$ cat src/rtl/fetch_pkg.sv
// Shared types and constants for the instruction fetch stage.
package fetch_pkg;

  typedef enum logic [1:0] {
    IDLE  = 2'd0,
    REQ   = 2'd1,
    ISSUE = 2'd2,
    ERROR = 2'd3
  } fetch_state_e;

  localparam logic [31:0] DEFAULT_RESET_PC = 32'h0000_0000;
  localparam logic [31:0] NOP              = 32'h0000_0000;

  // Jump target = {pcplus4[31:28], instr[25:0], 2'b00}
  localparam int JIDX_MSB   = 25;
  localparam int JIDX_W     = JIDX_MSB + 1;
  localparam int REGION_MSB = 31;
  localparam int REGION_LSB = 28;

endpackage

$ cat src/rtl/fetch_unit_pc_next.sv
// Next-PC selection: jump target over taken branch over sequential pc+4.
module pc_next
  import fetch_pkg::*;
(
  input  logic [31:0]        pcplus4_i,
  input  logic [JIDX_W-1:0]  jidx_i,
  input  logic signed [31:0] signimm_i,
  input  logic               pcsrc_i,
  input  logic               jump_i,
  output logic [31:0]        pc_next_o
);

  logic signed [31:0] br_off;
  logic [31:0]        br_target;
  logic [31:0]        j_target;

  // Word offset scaled to bytes; the sum wraps modulo 2^32.
  assign br_off    = signimm_i <<< 2;
  assign br_target = pcplus4_i + $unsigned(br_off);
  assign j_target  = {pcplus4_i[REGION_MSB:REGION_LSB], jidx_i, 2'b00};

  always_comb begin
    pc_next_o = pcplus4_i;
    if (jump_i) begin
      pc_next_o = j_target;
    end else if (pcsrc_i) begin
      pc_next_o = br_target;
    end
  end

endmodule

$ cat src/rtl/fetch_unit.sv
// Instruction fetch stage: PC register, memory request handshake with a
// timeout watchdog, and a held instruction slot presented to decode.
module fetch_unit
  import fetch_pkg::*;
#(
  parameter logic [31:0] RESET_PC = DEFAULT_RESET_PC,
  parameter int unsigned MAX_WAIT = 15
) (
  input  logic        clk,
  input  logic        reset_n,
  output logic        imem_req,
  output logic [31:0] imem_addr,
  input  logic [31:0] imem_rdata,
  input  logic        imem_valid,
  output logic [31:0] instr,
  output logic        instr_valid,
  input  logic        instr_ready,
  input  logic        pcsrc,
  input  logic        jump,
  input  logic [31:0] signimm,
  output logic [31:0] pc,
  output logic [31:0] pcplus4,
  output logic        fetch_err
);

  localparam logic [31:0] RESET_PC_A = {RESET_PC[31:2], 2'b00};
  localparam logic [7:0]  WAIT_LAST  = 8'(MAX_WAIT - 1);

  fetch_state_e state_q;
  logic [31:0]  pc_q;
  logic [31:0]  pc_d;
  logic [31:0]  instr_q;
  logic [7:0]   wait_cnt_q;
  logic         imem_req_q;
  logic         instr_valid_q;
  logic         fetch_err_q;

  assign pcplus4     = pc_q + 32'd4;
  assign pc          = pc_q;
  assign imem_addr   = pc_q;
  assign imem_req    = imem_req_q;
  assign instr       = instr_q;
  assign instr_valid = instr_valid_q;
  assign fetch_err   = fetch_err_q;

  pc_next u_pc_next (
    .pcplus4_i (pcplus4),
    .jidx_i    (instr_q[JIDX_MSB:0]),
    .signimm_i (signed'(signimm)),
    .pcsrc_i   (pcsrc),
    .jump_i    (jump),
    .pc_next_o (pc_d)
  );

  always_ff @(posedge clk) begin
    if (!reset_n) begin
      state_q       <= IDLE;
      pc_q          <= RESET_PC_A;
      instr_q       <= NOP;
      wait_cnt_q    <= '0;
      imem_req_q    <= 1'b0;
      instr_valid_q <= 1'b0;
      fetch_err_q   <= 1'b0;
    end else begin
      case (state_q)
        IDLE: begin
          state_q    <= REQ;
          imem_req_q <= 1'b1;
        end
        REQ: begin
          // A response in the last allowed cycle still wins over the timeout.
          if (imem_valid) begin
            instr_q       <= imem_rdata;
            wait_cnt_q    <= '0;
            state_q       <= ISSUE;
            imem_req_q    <= 1'b0;
            instr_valid_q <= 1'b1;
          end else if (wait_cnt_q == WAIT_LAST) begin
            state_q     <= ERROR;
            imem_req_q  <= 1'b0;
            fetch_err_q <= 1'b1;
          end else begin
            wait_cnt_q <= wait_cnt_q + 8'd1;
          end
        end
        ISSUE: begin
          if (instr_ready) begin
            pc_q          <= pc_d;
            state_q       <= REQ;
            imem_req_q    <= 1'b1;
            instr_valid_q <= 1'b0;
          end
        end
        default: begin
          state_q <= ERROR;
        end
      endcase
    end
  end

endmodule

$ cat config.mk
export PLATFORM = sky130hd
export DESIGN_NAME = fetch_unit
export DESIGN_NICKNAME = d
export VERILOG_FILES = /design/src/rtl/fetch_pkg.sv /design/src/rtl/fetch_unit_pc_next.sv /design/src/rtl/fetch_unit.sv
export SDC_FILE = /design/constraint.sdc
export NUM_CORES = 1
export LEC_CHECK = 0
export CAP_MARGIN = 20
export CORE_MARGIN = 5
export CORE_UTILIZATION = 27
export CTS_BUF_LIST = sky130_fd_sc_hd__clkbuf_8
export DETAILED_ROUTE_END_ITERATION = 6
export GPL_TIMING_DRIVEN = 0
export HOLD_SLACK_MARGIN = 0.1
export PLACE_DENSITY = 0.62
export SYNTH_ARGS = -nofsm -noshare
export SYNTH_HDL_FRONTEND = slang
export SYNTH_SLANG_ARGS = --single-unit
$ cat constraint.sdc
create_clock -name clk -period 3.55 [get_ports clk]
set_clock_uncertainty 0.05 [all_clocks]
set_input_delay 0.5325 -clock clk [delete_from_list [all_inputs] [get_ports clk]]
set_output_delay 0.5325 -clock clk [all_outputs]
set_load 0.02 [all_outputs]
==> results.sh, run 1 <==
export IMPL_status="finished, final reports clean"
export IMPL_cts_tree="yes"
export IMPL_root_buffer="clkbuf_8"
export IMPL_hp_class="reg -> reg"
export IMPL_hpwl_um=17200
export IMPL_drc_errors=0
export IMPL_drt_initial_drc_count=359
export IMPL_crit_chain="and4_4 -> and4_4 -> nand4_1 -> xnor2_2 -> ha_4 -> a21o_1 -> or3_1 -> o22a_1 -> a21oi_2 -> o21ai_2 -> a311oi_2 -> xnor2_1 -> a32o_1"
export IMPL_die_h_um=155
export IMPL_syn_mean_instance_area_um2=7.56
export IMPL_synth_seq_cells=75
export IMPL_synth_top_family_by_area="compound AO/OA/AOI/OAI gates"
export IMPL_end_kind="register"
export IMPL_clk_pin_slew_ns=0.08
export IMPL_ys_warn_count=0
export IMPL_ir_drop_uv=145
export IMPL_track_usage=0.174
export IMPL_power_mw=2.22
export IMPL_design_area_mm2=0.00937
export IMPL_diodes=0
export IMPL_grt_max_degree=13
export IMPL_ys_async_sr_fraction=0
export IMPL_cp_slowest_cell="dfxtp_4"
export IMPL_crit_top_cell="and4_4"
export IMPL_grt_pass1_wl_um=33100
export IMPL_worstPathMaxFanout=6
export IMPL_period_needed_ns=3.51
export IMPL_final_util=0.448
export IMPL_synth_distinct_cells=62
export IMPL_synth_edf_count=0
export IMPL_synthTopCellsByArea="dfxtp_1 (26%), nand2_1 (8.6%), ha_1 (8.4%)"
export IMPL_syn_cell_area_mm2=0.00569
export IMPL_final_net_count=1125
export IMPL_crit_path_max_incr_delay_ns=0.38
export IMPL_overflow=0
export IMPL_maxCapViolCount=0
export IMPL_whs_ns=0.418
export IMPL_crit_arrival_ns=3.71
export IMPL_fp_dieW_um=155
export IMPL_cts_buffers_inserted=9
export IMPL_cp_required_ns=3.75
export IMPL_io_buffers=191
export IMPL_hold_viol=0
export IMPL_crit_type="reg -> reg"
export IMPL_yosysTopAreaCell="dfxtp_1"
export IMPL_wl_per_cell_um=17.3
export IMPL_rows=53
export IMPL_drv_slew=0
export IMPL_routed_wl_um=22500
export IMPL_synth_ff_type="dfxtp_1"
export IMPL_synth_xor_area_frac=0.0816
export IMPL_muxShareOfSynthArea=0.0143
export IMPL_syn_inst=753
export IMPL_viasPerCell=4.84
export IMPL_postPlaceCellArea_mm2=0.00817
export IMPL_cp_start_kind="register"
export IMPL_dieArea_mm2=0.0241
export IMPL_vias=6272
export IMPL_numClockSinks=75
export IMPL_pwr_density_cell_mw_per_mm2=237
export IMPL_yosys_area_share_simple=0.230
export IMPL_setup_viol=0
export IMPL_gp_congestion=0.837
export IMPL_timing_final_crit_share=0.989
export IMPL_setup_tns_ns=0
export IMPL_synth_compound_area_share=0.246
export IMPL_relSlewSlack=0.569
export IMPL_synth_top_area_frac=0.264
export IMPL_worstSkewPairLatency_ns=0.35
export IMPL_fmaxAchievable_mhz=285
export IMPL_clk_path_buf_depth=2
export IMPL_antenna_found_initial=0
export IMPL_cp_depth=13
export IMPL_synth_adder_area_share=0.0871
export IMPL_hold_depth=2
export IMPL_grt_pass1_vias=5945
export IMPL_ant_nets=0
export IMPL_io_pin_count=201
export IMPL_tightest_slew_ns=0.647
export IMPL_areaGrowthSynthToFinish_pct=64.6
export IMPL_worst_r2r_cell_count=13
export IMPL_seq_area_frac_synth=0.264
export IMPL_path_buf_inv=0
export IMPL_power_leakage_nw=3.77
export IMPL_rsz0062_at_grt="true"
export IMPL_critPathTopFamily="compound AO/OA/AOI/OAI gates"
export IMPL_ctsHtreeMaxLevel=3
export IMPL_drt_pass1_iter_count=5
export IMPL_drive_above_1_share=0.211
export IMPL_core_mm2=0.0209
export IMPL_start_util=0.272
-- sequential cells by signal, summed over array words and instances (netlist names) --
signal	cells
imem_addr	30
state_q	2
fetch_err	1
instr	32
imem_req	1
wait_cnt_q	8
instr_valid	1
-- cell type report --
class / instances / area [um^2]
clock buffer: 12 / 165
fill: 2077 / 11500
timing repair buffer: 250 / 2360
multi-input combinational: 603 / 4480
sequential: 75 / 1550
tap: 275 / 344
clock inverter: 4 / 46.3
inverter: 12 / 45.0
buffer: 65 / 379
-- metrics by stage --
step	setup slack, ns	instances
floorplan	-0.0112	758
global placement	-0.457	1224
detailed placement	-0.473	1224
CTS	-0.0693	1252
global route	-0.0842	1296
finish	0.0374	1296
-- worst min-delay path: stages, from the launching register on --
cell      delay [ns]
dfxtp_1         0.31
nand2_1         0.05
a21boi_0        0.06
-- worst paths after layout --
check / start / to / slack, ns
hold reg to reg: instr[30] / instr[30] / 0.42
setup reg to reg: imem_addr[8] / imem_addr[30] / 0.04
hold / removal: instr[30] / instr[30] / 0.42
setup / recovery: imem_addr[8] / imem_addr[30] / 0.04
-- cell usage after synthesis, drive strengths merged (13+ instances only) --
| master | instances |
|---|---|
| and3 | 16 |
| ha | 38 |
| nor2 | 52 |
| dfxtp | 75 |
| xor2 | 20 |
| a21oi | 46 |
| nand3 | 23 |
| and2 | 17 |
| a211oi | 13 |
| a21boi | 41 |
| xnor2 | 33 |
| nand2 | 131 |
| a21o | 13 |
| o21ai | 45 |
| buf | 38 |
| clkbuf | 30 |
-- routing by layer --
layer / track usage / up-vias / routed length (um)
li1: - / 3137 / -
met1: 0.233 / 2921 / 9870
met2: 0.295 / 196 / 10900
met3: 0.0287 / 18 / 1400
met4: 0.0375 / 0 / 291
met5: 0 / - / 0
-- report_power, final --
group / internal (mW) / total [mW] / switching, mW / leakage [nW]
registers: 0.865 / 0.904 / 0.0395 / 0.620
clock network: 0.381 / 0.706 / 0.325 / 0.113
logic: 0.293 / 0.606 / 0.313 / 3.04
-- timing repair --
| item | 4_1_cts | 5_1_grt |
|---|---|---|
| setup buffers | 14 | 45 |
| hold buffers | 0 | 0 |
| pin swaps | 15 | 46 |
| resized for setup | 28 | 84 |
| endpoints found under the setup margin | 17 | 19 |
| gates cloned | 0 | 0 |
-- layout by cell type (no fill, tap or decap), drive strengths merged, types with 8 or more instances in the layout --
cell type      count
dfxtp             75
and3              16
nor3              11
nor2              52
a21oi             46
and2              17
nand3             23
a21boi            41
o31ai              8
a21o              13
xor2              20
nand2            131
ha                38
a211oi            13
o21ai             45
buf               97
xnor2             33
nor2b              8
clkbuf            39
inv               13
clkdlybuf4s50    188
-- kinds of logic after synthesis --
group	count (synthesis)
and+or+nand+nor	286
AOI/OAI and AO/OA	211
buffers and inverters	80
DFF	75
xor gates and xnor gates	53
adders and majority gates	39
muxes	8
other	1
No activity file was read; power rests on OpenSTA's default activity.
==> run 2: changes to the inputs <==
--- a/config.mk
+++ b/config.mk
@@ -13,6 +13,7 @@
 export GPL_TIMING_DRIVEN = 0
 export HOLD_SLACK_MARGIN = 0.1
 export PLACE_DENSITY = 0.62
+export SLEW_MARGIN = 20
 export SYNTH_ARGS = -nofsm -noshare
 export SYNTH_HDL_FRONTEND = slang
 export SYNTH_SLANG_ARGS = --single-unit
==> results of run 2 <==
The final DEF is identical to that of run 1; final timing and power are the same.
